--- config.mk ---
export PLATFORM = sky130hd
export DESIGN_NAME = apb2ahb_bridge
export DESIGN_NICKNAME = d
export VERILOG_FILES = /design/src/rtl/apb2ahb_bridge.sv
export SDC_FILE = /design/constraint.sdc
export NUM_CORES = 1
export LEC_CHECK = 0
export BUFFER_PORTS_ARGS = -buffer_cell sky130_fd_sc_hd__buf_4
export CAP_MARGIN = 20
export CELL_PAD_IN_SITES_DETAIL_PLACEMENT = 1
export CELL_PAD_IN_SITES_GLOBAL_PLACEMENT = 1
export CORE_MARGIN = 2
export CORE_UTILIZATION = 38
export DETAILED_ROUTE_END_ITERATION = 12
export PLACE_DENSITY_LB_ADDON = 0.12
export SETUP_SLACK_MARGIN = 0.02
export SLEW_MARGIN = 20
export SYNTH_ARGS = -nofsm -noshare
export SYNTH_HDL_FRONTEND = slang
export SYNTH_SLANG_ARGS = --single-unit
--- constraint.sdc ---
create_clock -name HCLK -period 2.4 [get_ports HCLK]
set_input_delay 0.48 -clock HCLK [delete_from_list [all_inputs] [get_ports HCLK]]
set_output_delay 0.48 -clock HCLK [all_outputs]
set_load 0.02 [all_outputs]
--- src/rtl/apb2ahb_bridge.sv ---
// APB4 completer to AHB-Lite manager bridge. Each APB access becomes one SINGLE
// NONSEQ AHB transfer; zero and illegal write strobes are answered without one.
module apb2ahb_bridge #(
    parameter int ADDRWIDTH = 16,
    parameter int DATAWIDTH = 32
) (
    input  logic                 HCLK,
    input  logic                 HRESETn,
    input  logic                 PSEL,
    input  logic                 PENABLE,
    input  logic [ADDRWIDTH-1:0] PADDR,
    input  logic                 PWRITE,
    input  logic [DATAWIDTH-1:0] PWDATA,
    input  logic [3:0]           PSTRB,
    input  logic [2:0]           PPROT,
    output logic [DATAWIDTH-1:0] PRDATA,
    output logic                 PREADY,
    output logic                 PSLVERR,
    output logic [ADDRWIDTH-1:0] HADDR,
    output logic [1:0]           HTRANS,
    output logic                 HWRITE,
    output logic [2:0]           HSIZE,
    output logic [2:0]           HBURST,
    output logic [3:0]           HPROT,
    output logic                 HMASTLOCK,
    output logic [DATAWIDTH-1:0] HWDATA,
    input  logic                 HREADY,
    input  logic                 HRESP,
    input  logic [DATAWIDTH-1:0] HRDATA
);

    if (DATAWIDTH != 32) begin : gen_width_check
        $error("apb2ahb_bridge: only DATAWIDTH=32 is supported");
    end

    localparam logic [1:0] HTRANS_IDLE   = 2'b00;
    localparam logic [1:0] HTRANS_NONSEQ = 2'b10;

    typedef enum logic [2:0] {
        ST_IDLE,
        ST_ADDR,
        ST_DATA,
        ST_ERR2,
        ST_RESP
    } state_t;

    state_t                 state, state_nxt;
    logic [ADDRWIDTH-1:0]   haddr_nxt;
    logic [1:0]             htrans_nxt;
    logic                   hwrite_nxt;
    logic [2:0]             hsize_nxt;
    logic [3:0]             hprot_nxt;
    logic [DATAWIDTH-1:0]   hwdata_nxt;
    logic [DATAWIDTH-1:0]   prdata_nxt;
    logic                   pready_nxt;
    logic                   pslverr_nxt;
    logic [DATAWIDTH-1:0]   wdata_q, wdata_nxt;
    logic                   abort_q, abort_nxt;
    logic                   discard;

    logic                   strb_legal;
    logic [2:0]             strb_size;
    logic [1:0]             strb_lane;

    logic                   unused_bits;
    assign unused_bits = ^{PPROT[1], PADDR[1:0]};

    assign HBURST    = 3'b000;
    assign HMASTLOCK = 1'b0;

    // Only naturally aligned byte, halfword and word strobes map onto one AHB transfer.
    always_comb begin
        strb_legal = 1'b1;
        strb_size  = 3'b010;
        strb_lane  = 2'b00;
        case (PSTRB)
            4'b1111: strb_size = 3'b010;
            4'b0011: strb_size = 3'b001;
            4'b1100: begin strb_size = 3'b001; strb_lane = 2'b10; end
            4'b0001: strb_size = 3'b000;
            4'b0010: begin strb_size = 3'b000; strb_lane = 2'b01; end
            4'b0100: begin strb_size = 3'b000; strb_lane = 2'b10; end
            4'b1000: begin strb_size = 3'b000; strb_lane = 2'b11; end
            default: strb_legal = 1'b0;
        endcase
    end

    // A requester that dropped PSEL mid-transfer gets no response at all.
    assign discard = abort_q || !PSEL;

    always_comb begin
        state_nxt   = state;
        haddr_nxt   = HADDR;
        htrans_nxt  = HTRANS;
        hwrite_nxt  = HWRITE;
        hsize_nxt   = HSIZE;
        hprot_nxt   = HPROT;
        hwdata_nxt  = HWDATA;
        prdata_nxt  = PRDATA;
        pslverr_nxt = 1'b0;
        wdata_nxt   = wdata_q;
        abort_nxt   = abort_q;

        case (state)
            ST_IDLE: begin
                abort_nxt = 1'b0;
                if (PSEL && !PENABLE) begin
                    if (PWRITE && PSTRB == 4'b0000) begin
                        state_nxt = ST_RESP;
                    end else if (PWRITE && !strb_legal) begin
                        state_nxt   = ST_RESP;
                        pslverr_nxt = 1'b1;
                    end else begin
                        state_nxt  = ST_ADDR;
                        htrans_nxt = HTRANS_NONSEQ;
                        hwrite_nxt = PWRITE;
                        hprot_nxt  = {2'b00, PPROT[0], ~PPROT[2]};
                        wdata_nxt  = PWDATA;
                        if (PWRITE) begin
                            haddr_nxt = {PADDR[ADDRWIDTH-1:2], strb_lane};
                            hsize_nxt = strb_size;
                        end else begin
                            haddr_nxt = {PADDR[ADDRWIDTH-1:2], 2'b00};
                            hsize_nxt = 3'b010;
                        end
                    end
                end
            end
            ST_ADDR: begin
                if (!PSEL) abort_nxt = 1'b1;
                if (HREADY) begin
                    state_nxt  = ST_DATA;
                    htrans_nxt = HTRANS_IDLE;
                    if (HWRITE) hwdata_nxt = wdata_q;
                end
            end
            ST_DATA: begin
                if (!PSEL) abort_nxt = 1'b1;
                if (HRESP && !HREADY) begin
                    state_nxt = ST_ERR2;
                end else if (HREADY) begin
                    // A single-cycle ERROR is not legal AHB but is still reported as an error.
                    if (discard) begin
                        state_nxt = ST_IDLE;
                    end else begin
                        state_nxt   = ST_RESP;
                        pslverr_nxt = HRESP;
                        if (!HWRITE) prdata_nxt = HRESP ? '0 : HRDATA;
                    end
                end
            end
            ST_ERR2: begin
                if (!PSEL) abort_nxt = 1'b1;
                if (HREADY) begin
                    if (discard) begin
                        state_nxt = ST_IDLE;
                    end else begin
                        state_nxt   = ST_RESP;
                        pslverr_nxt = 1'b1;
                        if (!HWRITE) prdata_nxt = '0;
                    end
                end
            end
            ST_RESP: begin
                state_nxt = ST_IDLE;
            end
            default: begin
                state_nxt  = ST_IDLE;
                htrans_nxt = HTRANS_IDLE;
            end
        endcase

        pready_nxt = (state_nxt == ST_RESP);
    end

    always_ff @(posedge HCLK or negedge HRESETn) begin
        if (!HRESETn) begin
            state   <= ST_IDLE;
            HADDR   <= '0;
            HTRANS  <= HTRANS_IDLE;
            HWRITE  <= 1'b0;
            HSIZE   <= 3'b010;
            HPROT   <= 4'b0011;
            HWDATA  <= '0;
            PRDATA  <= '0;
            PREADY  <= 1'b0;
            PSLVERR <= 1'b0;
            wdata_q <= '0;
            abort_q <= 1'b0;
        end else begin
            state   <= state_nxt;
            HADDR   <= haddr_nxt;
            HTRANS  <= htrans_nxt;
            HWRITE  <= hwrite_nxt;
            HSIZE   <= hsize_nxt;
            HPROT   <= hprot_nxt;
            HWDATA  <= hwdata_nxt;
            PRDATA  <= prdata_nxt;
            PREADY  <= pready_nxt;
            PSLVERR <= pslverr_nxt;
            wdata_q <= wdata_nxt;
            abort_q <= abort_nxt;
        end
    end

endmodule

==> flow_summary.json, run 1 <==
{
  "rsz0062_at_grt": "false",
  "grt_overflow": 0,
  "worstSetupPathType": "reg2reg",
  "cts-root-buf": "clkbuf_16",
  "die_w_um": 121,
  "drt-total-wl_mm": 12.5,
  "cts.clk_slew.worst_paths_ns": 0.05,
  "synth_ff_type": "dfrtp_1",
  "netlist_area_um2": 5160,
  "synth_area_leaders": "dfrtp_1 (59%), mux2_4 (13%), mux2_2 (7.6%)",
  "grt_pass1_wl_mm": 19.5,
  "synth_common_cells": "dfrtp_1 (121), nand2_1 (73), mux2_4 (44)",
  "p_int_uw": 6390,
  "setup_slack_ns": 0.280,
  "r2r-start": "state[2]",
  "worst_ep_arrival_time_ns": 2.41,
  "synth_edf_count": 0,
  "ys_warn_count": 0,
  "core_region_area_um2": 13200,
  "finalCritPeriodShare": 0.883,
  "hold_viol_final": 0,
  "cellPowerDensity_nw_per_um2": 1310,
  "drive_above_1_share": 0.515,
  "synth_top_area_share": 0.587,
  "die_y_um": 121,
  "cts_setup_buffers": 0,
  "final_util": 0.548,
  "io_buffers": 178,
  "fin_tns_setup_ns": 0,
  "grt.total_usage": 0.176,
  "timing.final.crit_period_ns": 2.12,
  "end_kind": "register",
  "postCtsResizedCells": 0,
  "core.rowCount": 42,
  "synthMostInstantiatedCell": "dfrtp_1",
  "fin_nets": 675,
  "grt_pass1_vias": 3823,
  "wl_per_cell_um": 16.2,
  "reg2reg_depth": 5,
  "ys_ff_latch": 124,
  "maxCapViolations": 0,
  "pre_cts_ws_ns": 0.203,
  "place_congestion": 0.719,
  "cp-start-kind": "register",
  "syn2layout_area_growth_pct": 40.6,
  "num_io_pins": 190,
  "cts_buffers": 17,
  "start_util": 0.390,
  "clock-sinks": 124,
  "status": "complete, no violations",
  "p_leak_uw": 0.00373,
  "cp.required_ns": 2.69,
  "p_sw_frac": 0.328,
  "diodes": 0,
  "syn_area_per_cell_um2": 13.0,
  "cts_tree": "done",
  "p_clk_frac": 0.248,
  "ir_drop_v": 0.000509,
  "drt_iter0_markers": 99,
  "path_max_fanout": 30,
  "dpl.hpwl_mm": 8.69,
  "vias_per_cell": 4.79,
  "dieArea_um2": 14500,
  "yosysSeqAreaShare": 0.602,
  "yosysTopAreaCell": "dfrtp_1",
  "slew_viol_final": 0,
  "grt_max_degree": 65,
  "dr.pass1.iters": 4,
  "net-switching-power_uw": 3120,
  "htreeDepth": 4,
  "worstMarginPinSlew_ns": 0.537,
  "ant_nets": 0,
  "worstReg2RegEnd": "wdata_q[9]",
  "clk_path_buf_depth": 2,
  "synth_cells": 397,
  "synth_cell_type_count": 36,
  "grt_antenna_before_repair": 0,
  "drc": 0,
  "fin_skew_ns": 0.00776,
  "hold_buffers": 0,
  "comb_power_share": 0.373,
  "p_seq_frac": 0.378,
  "relSlewSlack": 0.642,
  "via_count": 3685,
  "hold_path_class": "in2async",
  "worst-r2r-setup-slack_ns": 0.28,
  "synth-async-reset-ratio": 1.00,
  "clkLatencyLatePin_ns": 0.41,
  "setup_viol": 0,
  "max_freq_ghz": 0.472
}
## cells in the final DEF (no fill, tap or decap), types with 2 or more instances in the layout
master / n
dfstp_2: 3
mux2_4: 44
nor2_1: 6
or2_2: 2
a21o_1: 2
clkinvlp_4: 2
buf_12: 4
clkbuf_8: 3
clkinv_2: 5
or3_1: 2
inv_1: 4
mux2_2: 35
clkbuf_16: 17
nor3_1: 3
o211ai_1: 2
nand2_1: 73
o21ai_0: 38
a21oi_1: 2
o21a_1: 3
nand3_1: 3
dfrtp_1: 121
and3_1: 3
conb_1: 8
clkbuf_1: 4
nor2b_1: 3
buf_4: 184
o22ai_1: 3
## layout make-up
cell class / instances / area (µm²)
sequential: 124 / 3110
fill: 1404 / 5990
clock inverter: 8 / 70.1
timing repair buffer: 188 / 1460
multi-input combinational: 246 / 1900
clock buffer: 24 / 482
inverter: 4 / 15.0
tap: 176 / 220
## worst max-delay path, cell delays in order (launching register included)
cell and delay [ns]:
dfrtp_1 0.45, or3_4 0.43, a2111oi_4 0.41, o21ai_4 0.15, buf_12 0.21, mux2_4 0.32
## cells by family (layout without fill, tap and decap cells)
kind of cell           after synthesis  count (layout)  synth area share
AO/OA/AOI/OAI                       57              57            0.0686
XOR/XNOR                             1               1           0.00170
buffers and inverters               34             224            0.0378
flip-flops                         124             124             0.602
multiplexers                        80              80             0.206
other                                1               8          0.000727
AND/OR/NAND/NOR                    100             100            0.0825
## registers in the layout (all words and copies together), names as in the netlist, 2 cells and up
name and flops:
HWDATA 32, PRDATA 32, wdata_q 32, HADDR 16, state 3, HPROT 2
HSIZE 2
## metal layers
metal / up-vias / global-route usage / routed length, µm
met4: 0 / 0.0647 / 207
met1: 1837 / 0.208 / 5270
met2: 130 / 0.297 / 6160
li1: 1704 / - / -
met5: - / 0 / 0
met3: 14 / 0.0599 / 810
## how the worst max path moves through the flow
stage,start,endpoint,slack [ns],cells past startpoint
global placement,PSTRB[1],HADDR[3],0.27,6
floorplan,PSTRB[1],HADDR[10],0.24,6
finish,state[2],wdata_q[9],0.28,5
global route,state[2],wdata_q[9],0.20,5
detailed placement,PSTRB[1],HADDR[15],0.20,6
CTS,state[2],wdata_q[9],0.26,5
## power by group through the flow
stage | clock [µW] | sequential, µW | combinational (µW)
2_1_floorplan | 0 | 4350 | 1270
3_3_place_gp | 0 | 3550 | 3520
3_5_place_dp | 0 | 3620 | 3590
4_1_cts | 2430 | 3610 | 3610
5_1_grt | 2530 | 3740 | 3790
6_report | 2360 | 3600 | 3550
## per-stage QoR
stage,cell area (µm²),hold WS [ns],power (µW),instances
floorplan,5180,0.184,5620,404
global placement,6700,0.457,7070,738
detailed placement,6700,0.470,7210,738
CTS,7250,0.0546,9650,770
global route,7250,0.0661,10100,770
finish,7250,0.0482,9510,770
Power figures use the tool's default switching activity.
==> run 2, diff against run 1 <==
--- a/config.mk
+++ b/config.mk
@@ -10,7 +10,7 @@
 export CELL_PAD_IN_SITES_DETAIL_PLACEMENT = 1
 export CELL_PAD_IN_SITES_GLOBAL_PLACEMENT = 1
 export CORE_MARGIN = 2
-export CORE_UTILIZATION = 38
+export CORE_UTILIZATION = 41
 export DETAILED_ROUTE_END_ITERATION = 12
 export PLACE_DENSITY_LB_ADDON = 0.12
 export SETUP_SLACK_MARGIN = 0.02
==> constraint.sdc (replaced) <==
create_clock -name HCLK -period 2.7 [get_ports HCLK]
set_input_delay 0.54 -clock HCLK [delete_from_list [all_inputs] [get_ports HCLK]]
set_output_delay 0.54 -clock HCLK [all_outputs]
set_load 0.02 [all_outputs]
==> run 2 against run 1 <==
  * Sequential cell count is the same
  * Global-route usage grew 2.5 points
  * Sequential share of layout area is essentially flat
  * Setup slack lost 0.0035 ns
  * Register-to-register slack is essentially flat
  * Critical endpoint is now HADDR[13]
==> flow_summary.json, run 2 (synthesized netlist as in run 1, its figures left out) <==
{
  "hold_buffers": 0,
  "reg2reg_depth": 5,
  "r2r-start": "state[2]",
  "nFillCells": 1298,
  "fin_skew_ns": 0.00731,
  "drt_iter0_markers": 157,
  "diodes": 0,
  "maxCapViolations": 0,
  "regArea_um2": 3110,
  "slowest_stage": "a2111oi_4",
  "grt_antenna_before_repair": 0,
  "grt_max_degree": 65,
  "drt-total-wl_mm": 12.9,
  "dieArea_um2": 13500,
  "setup_viol": 0,
  "fin_nets": 677,
  "end_kind": "register",
  "hold_viol_final": 0,
  "max_freq_ghz": 0.413,
  "crit_start": "state[2]",
  "clk_path_buf_depth": 2,
  "cts.clk_slew.worst_paths_ns": 0.05,
  "relSlewSlack": 0.590,
  "final_common_cell": "buf_4",
  "worstReg2RegEnd": "HADDR[13]",
  "grt.total_usage": 0.201,
  "worst_ep_arrival_time_ns": 2.72,
  "grt_pass1_vias": 3981,
  "drive_above_1_share": 0.516,
  "grt_pass1_wl_mm": 20.4,
  "worstSetupPathType": "reg2reg",
  "io_buffers": 178,
  "multi_input_area_um2": 1890,
  "status": "complete, no violations",
  "drc": 0,
  "htreeDepth": 4,
  "dr.pass1.iters": 4,
  "cp.required_ns": 3.00,
  "core_region_area_um2": 12200,
  "layout.cells.most_common_list": "buf_4 (186), dfrtp_1 (121), nand2_1 (73)",
  "holdWs_ns": 0.124,
  "worst-r2r-setup-slack_ns": 0.28,
  "timing.final.crit_period_ns": 2.42,
  "ir_drop_v": 0.000547,
  "worstMarginPinSlew_ns": 0.615,
  "start_util": 0.424,
  "num_io_pins": 190,
  "dpl.hpwl_mm": 9.17,
  "cpPeakStageDelay_ns": 0.60,
  "hold_path_class": "in2async",
  "cellPowerDensity_nw_per_um2": 1170,
  "place_congestion": 0.765,
  "clkLatencyLatePin_ns": 0.41,
  "p_leak_uw": 0.00374,
  "fin_tns_setup_ns": 0,
  "path_max_fanout": 21,
  "path_cells": "or3_4, a2111oi_4, o21ai_4, buf_12, mux2_4",
  "die_y_um": 116,
  "clock-sinks": 124,
  "vias_per_cell": 4.80,
  "grt_overflow": 0,
  "die_w_um": 116,
  "reg_top3": "HWDATA x32, PRDATA x32, wdata_q x32",
  "finalCritPeriodShare": 0.898,
  "cts_setup_buffers": 0,
  "cts-root-buf": "clkbuf_16",
  "syn2layout_area_growth_pct": 40.5,
  "via_count": 3659,
  "core.rowCount": 40,
  "cp-start-kind": "register",
  "cts_buffers": 17,
  "rsz0062_at_grt": "false",
  "cts_tree": "done",
  "slew_viol_final": 0,
  "postCtsResizedCells": 0,
  "ant_nets": 0,
  "wl_per_cell_um": 16.9
}
==> run 2: cell count changes in the layout (fill, tap and decap cells not counted), sizes merged <==
cell	change
buf	+2
clkbuf	-1
clkinv	+1
clkinvlp	-1
==> run 2: worst max-delay path: cells and delay by family (launching register included) <==
family | cells | cell delay (ns)
flops | 1 | 0.44
compound gates | 2 | 0.87
mux | 1 | 0.31
buf+inv | 1 | 0.25
simple gates | 1 | 0.42
==> run 2: how the worst max path moves through the flow <==
| stage | cells past startpoint | to |
|---|---|---|
| 2_1_floorplan | 6 | HADDR[10] |
| 3_3_place_gp | 7 | HADDR[10] |
| 3_5_place_dp | 7 | HADDR[13] |
| 4_1_cts | 5 | HADDR[13] |
| 5_1_grt | 5 | HADDR[13] |
| 6_report | 5 | HADDR[13] |
==> run 2: cell type report <==
| class | count | area share |
|---|---|---|
| Inverter | 4 | 0.00207 |
| Clock inverter | 8 | 0.00932 |
| Tap cell | 168 | 0.0290 |
| Timing Repair Buffer | 190 | 0.204 |
| Sequential cell | 124 | 0.429 |
| Clock buffer | 23 | 0.0659 |
| Multi-Input combinational cell | 246 | 0.261 |
==> run 2: report_power, final <==
group	switching (µW)	leakage, µW	total, µW	internal (µW)
clock	771	0.000272	2090	1320
combinational	1550	0.00190	3180	1630
sequential	488	0.00157	3210	2730
total	2810	0.00374	8480	5680
==> run 2: metal layers <==
| layer | wire (µm) | track usage |
|---|---|---|
| met1 | 5340 | 0.240 |
| met2 | 6380 | 0.332 |
| met3 | 940 | 0.0695 |
| met4 | 250 | 0.0873 |
| met5 | 0 | 0 |
==> run 2: per-stage QoR <==
| stage | instances | util | power (µW) | instance area, µm² | setup slack [ns] |
|---|---|---|---|---|---|
| finish | 763 | 0.596 | 8480 | 7250 | 0.276 |
| global route | 763 | 0.596 | 8980 | 7250 | 0.176 |
| CTS | 763 | 0.596 | 8600 | 7250 | 0.265 |
| detailed placement | 732 | 0.551 | 6440 | 6700 | 0.238 |
| global placement | 732 | 0.551 | 6300 | 6700 | 0.240 |
| floorplan | 404 | - | 4990 | 5180 | 0.476 |
==> run 3, diff against run 2 <==
--- a/config.mk
+++ b/config.mk
@@ -5,6 +5,7 @@
 export SDC_FILE = /design/constraint.sdc
 export NUM_CORES = 1
 export LEC_CHECK = 0
+export ABC_CLOCK_PERIOD_IN_PS = 3100
 export BUFFER_PORTS_ARGS = -buffer_cell sky130_fd_sc_hd__buf_4
 export CAP_MARGIN = 20
 export CELL_PAD_IN_SITES_DETAIL_PLACEMENT = 1
==> constraint.sdc (replaced) <==
create_clock -name HCLK -period 3.1 [get_ports HCLK]
set_input_delay 0.62 -clock HCLK [delete_from_list [all_inputs] [get_ports HCLK]]
set_output_delay 0.62 -clock HCLK [all_outputs]
set_load 0.02 [all_outputs]
==> run 3 against run 2 <==
  * Worst hold slack improved by 0.13 ns
  * Sequential power shrank 12%
  * Final area shrank 0.21%
  * Utilization is 0.12 points lower
  * Sequential cell count is the same
  * Combinational power is 14% lower
  * Global-route usage up 0.38 points
  * Clock power shrank 12%
  * Critical path depth did not move
  * Critical path type unchanged
  * Highest routed layer unchanged
==> flow_summary.json, run 3 (synthesized netlist as in run 1, its figures left out) <==
{
  "via_count": 3691,
  "place_congestion": 0.824,
  "relSlewSlack": 0.468,
  "start_util": 0.424,
  "clkLatencyLatePin_ns": 0.42,
  "io_buffers": 178,
  "slew_viol_final": 0,
  "grt_pass1_vias": 4057,
  "worst-r2r-setup-slack_ns": 0.53,
  "dr.pass1.iters": 4,
  "cts_tree": "done",
  "grt.total_usage": 0.205,
  "path_cells": "or3_4, a2111oi_4, o21ai_4, buf_12, mux2_4",
  "cpPeakStageDelay_ns": 0.56,
  "worstSetupPathType": "reg2reg",
  "die_y_um": 116,
  "hold_path_class": "in2async",
  "syn2layout_area_growth_pct": 40.2,
  "nFillCells": 1301,
  "final_common_cell": "buf_4",
  "route.met2.wl_mm": 6.61,
  "cts.clk_slew.worst_paths_ns": 0.05,
  "layout.cells.most_common_list": "buf_4 (186), dfrtp_1 (121), nand2_1 (73)",
  "rsz0062_at_grt": "false",
  "path_depth": 5,
  "wl_met3_mm": 1.11,
  "drc": 0,
  "vias_per_cell": 4.84,
  "wl_per_cell_um": 17.1,
  "grt_max_degree": 65,
  "grt_antenna_before_repair": 0,
  "clk_path_buf_depth": 2,
  "critPathBufInv": 1,
  "postCtsResizedCells": 0,
  "critPathTopFamily": "compound AO/OA/AOI/OAI gates",
  "grt_pass1_wl_mm": 20.6,
  "ant_nets": 0,
  "drt-total-wl_mm": 13.0,
  "drt_iter0_markers": 144,
  "slowest_stage": "a2111oi_4",
  "worstReg2RegEnd": "HADDR[4]",
  "htreeDepth": 4,
  "cts-root-buf": "clkbuf_16",
  "timing.final.crit_period_ns": 2.57,
  "dp_cells": 731,
  "crit_start": "state[1]",
  "fin_nets": 676,
  "fin_cells": 763,
  "core.rowCount": 40,
  "maxCapViolations": 0,
  "reg2reg_depth": 5,
  "die_w_um": 116,
  "drt-met1-wl_mm": 5.04,
  "worstMarginPinSlew_ns": 0.795,
  "cts_setup_buffers": 0,
  "finalCritPeriodShare": 0.829,
  "multi_input_area_um2": 1890,
  "regArea_um2": 3110,
  "hold_viol_final": 0,
  "cellPowerDensity_nw_per_um2": 1020,
  "reg_top3": "HWDATA x32, PRDATA x32, wdata_q x32",
  "setup_viol": 0,
  "grt_overflow": 0,
  "endpoint": "HADDR[4]",
  "topRoutingLayerUsed": "met4",
  "status": "complete, no violations",
  "cp-start-kind": "register",
  "ir_drop_v": 0.000520,
  "drive_above_1_share": 0.513,
  "end_kind": "register",
  "p_leak_uw": 0.00372,
  "path_max_fanout": 21,
  "dieArea_um2": 13500,
  "max_freq_ghz": 0.389,
  "hold_buffers": 0,
  "cp.required_ns": 3.40,
  "num_io_pins": 190,
  "diodes": 0,
  "clock-sinks": 124,
  "fin_skew_ns": 0.00410,
  "cts_buffers": 17,
  "core_region_area_um2": 12200,
  "worst_ep_arrival_time_ns": 2.87,
  "r2r-start": "state[1]",
  "fin_tns_setup_ns": 0,
  "dpl.hpwl_mm": 9.10
}
[run 3: cell types whose count changed in the layout (fill, tap and decap cells not counted), sizes merged]
cell,previous run,this run
buf,190,189
clkinvlp,1,2
clkinv,6,4
clkbuf,23,25
[run 3: routing by layer]
layer,up-vias,GRT usage
li1,1712,-
met1,1814,0.225
met2,145,0.359
met3,20,0.0763
met4,0,0.0849
met5,-,0
[run 3: where the power goes]
group          internal (µW)  total, µW  switching, µW
clock network           1160       1840            677
registers               2370       2810            434
logic                   1410       2750           1330
[run 3: how the worst min path moves through the flow]
stage               slack [ns]          to  startpoint
floorplan                 0.32    HADDR[0]     HRESETn
finish                    0.25  PRDATA[12]     HRESETn
detailed placement        0.47    HPROT[0]    HPROT[0]
global placement          0.46    HPROT[0]    HPROT[0]
CTS                       0.29  PRDATA[12]     HRESETn
global route              0.32  PRDATA[12]     HRESETn
[run 3: worst reg2reg max path, stage by stage, from the launching register on]
cell and delay (ns):
dfrtp_1 0.47, or3_4 0.45, a2111oi_4 0.56, o21ai_4 0.35
buf_12 0.30, mux2_4 0.32
[run 3: metrics by stage]
step,power [µW],setup WS (ns),utilization,hold WS [ns],cell area [µm²]
2_1_floorplan,4350,0.796,-,0.324,5180
3_3_place_gp,5470,0.451,0.549,0.458,6680
3_5_place_dp,5600,0.380,0.549,0.469,6680
4_1_cts,7490,0.510,0.595,0.291,7230
5_1_grt,7820,0.399,0.595,0.320,7230
6_report,7390,0.529,0.595,0.250,7230
[run 3: layout make-up]
| type | count | area share |
|---|---|---|
| clock buffer | 25 | 0.0671 |
| clock inverter | 7 | 0.00899 |
| inverter | 4 | 0.00208 |
| multi-input combinational | 246 | 0.262 |
| sequential | 124 | 0.430 |
| tap | 168 | 0.0291 |
| timing repair buffer | 189 | 0.201 |
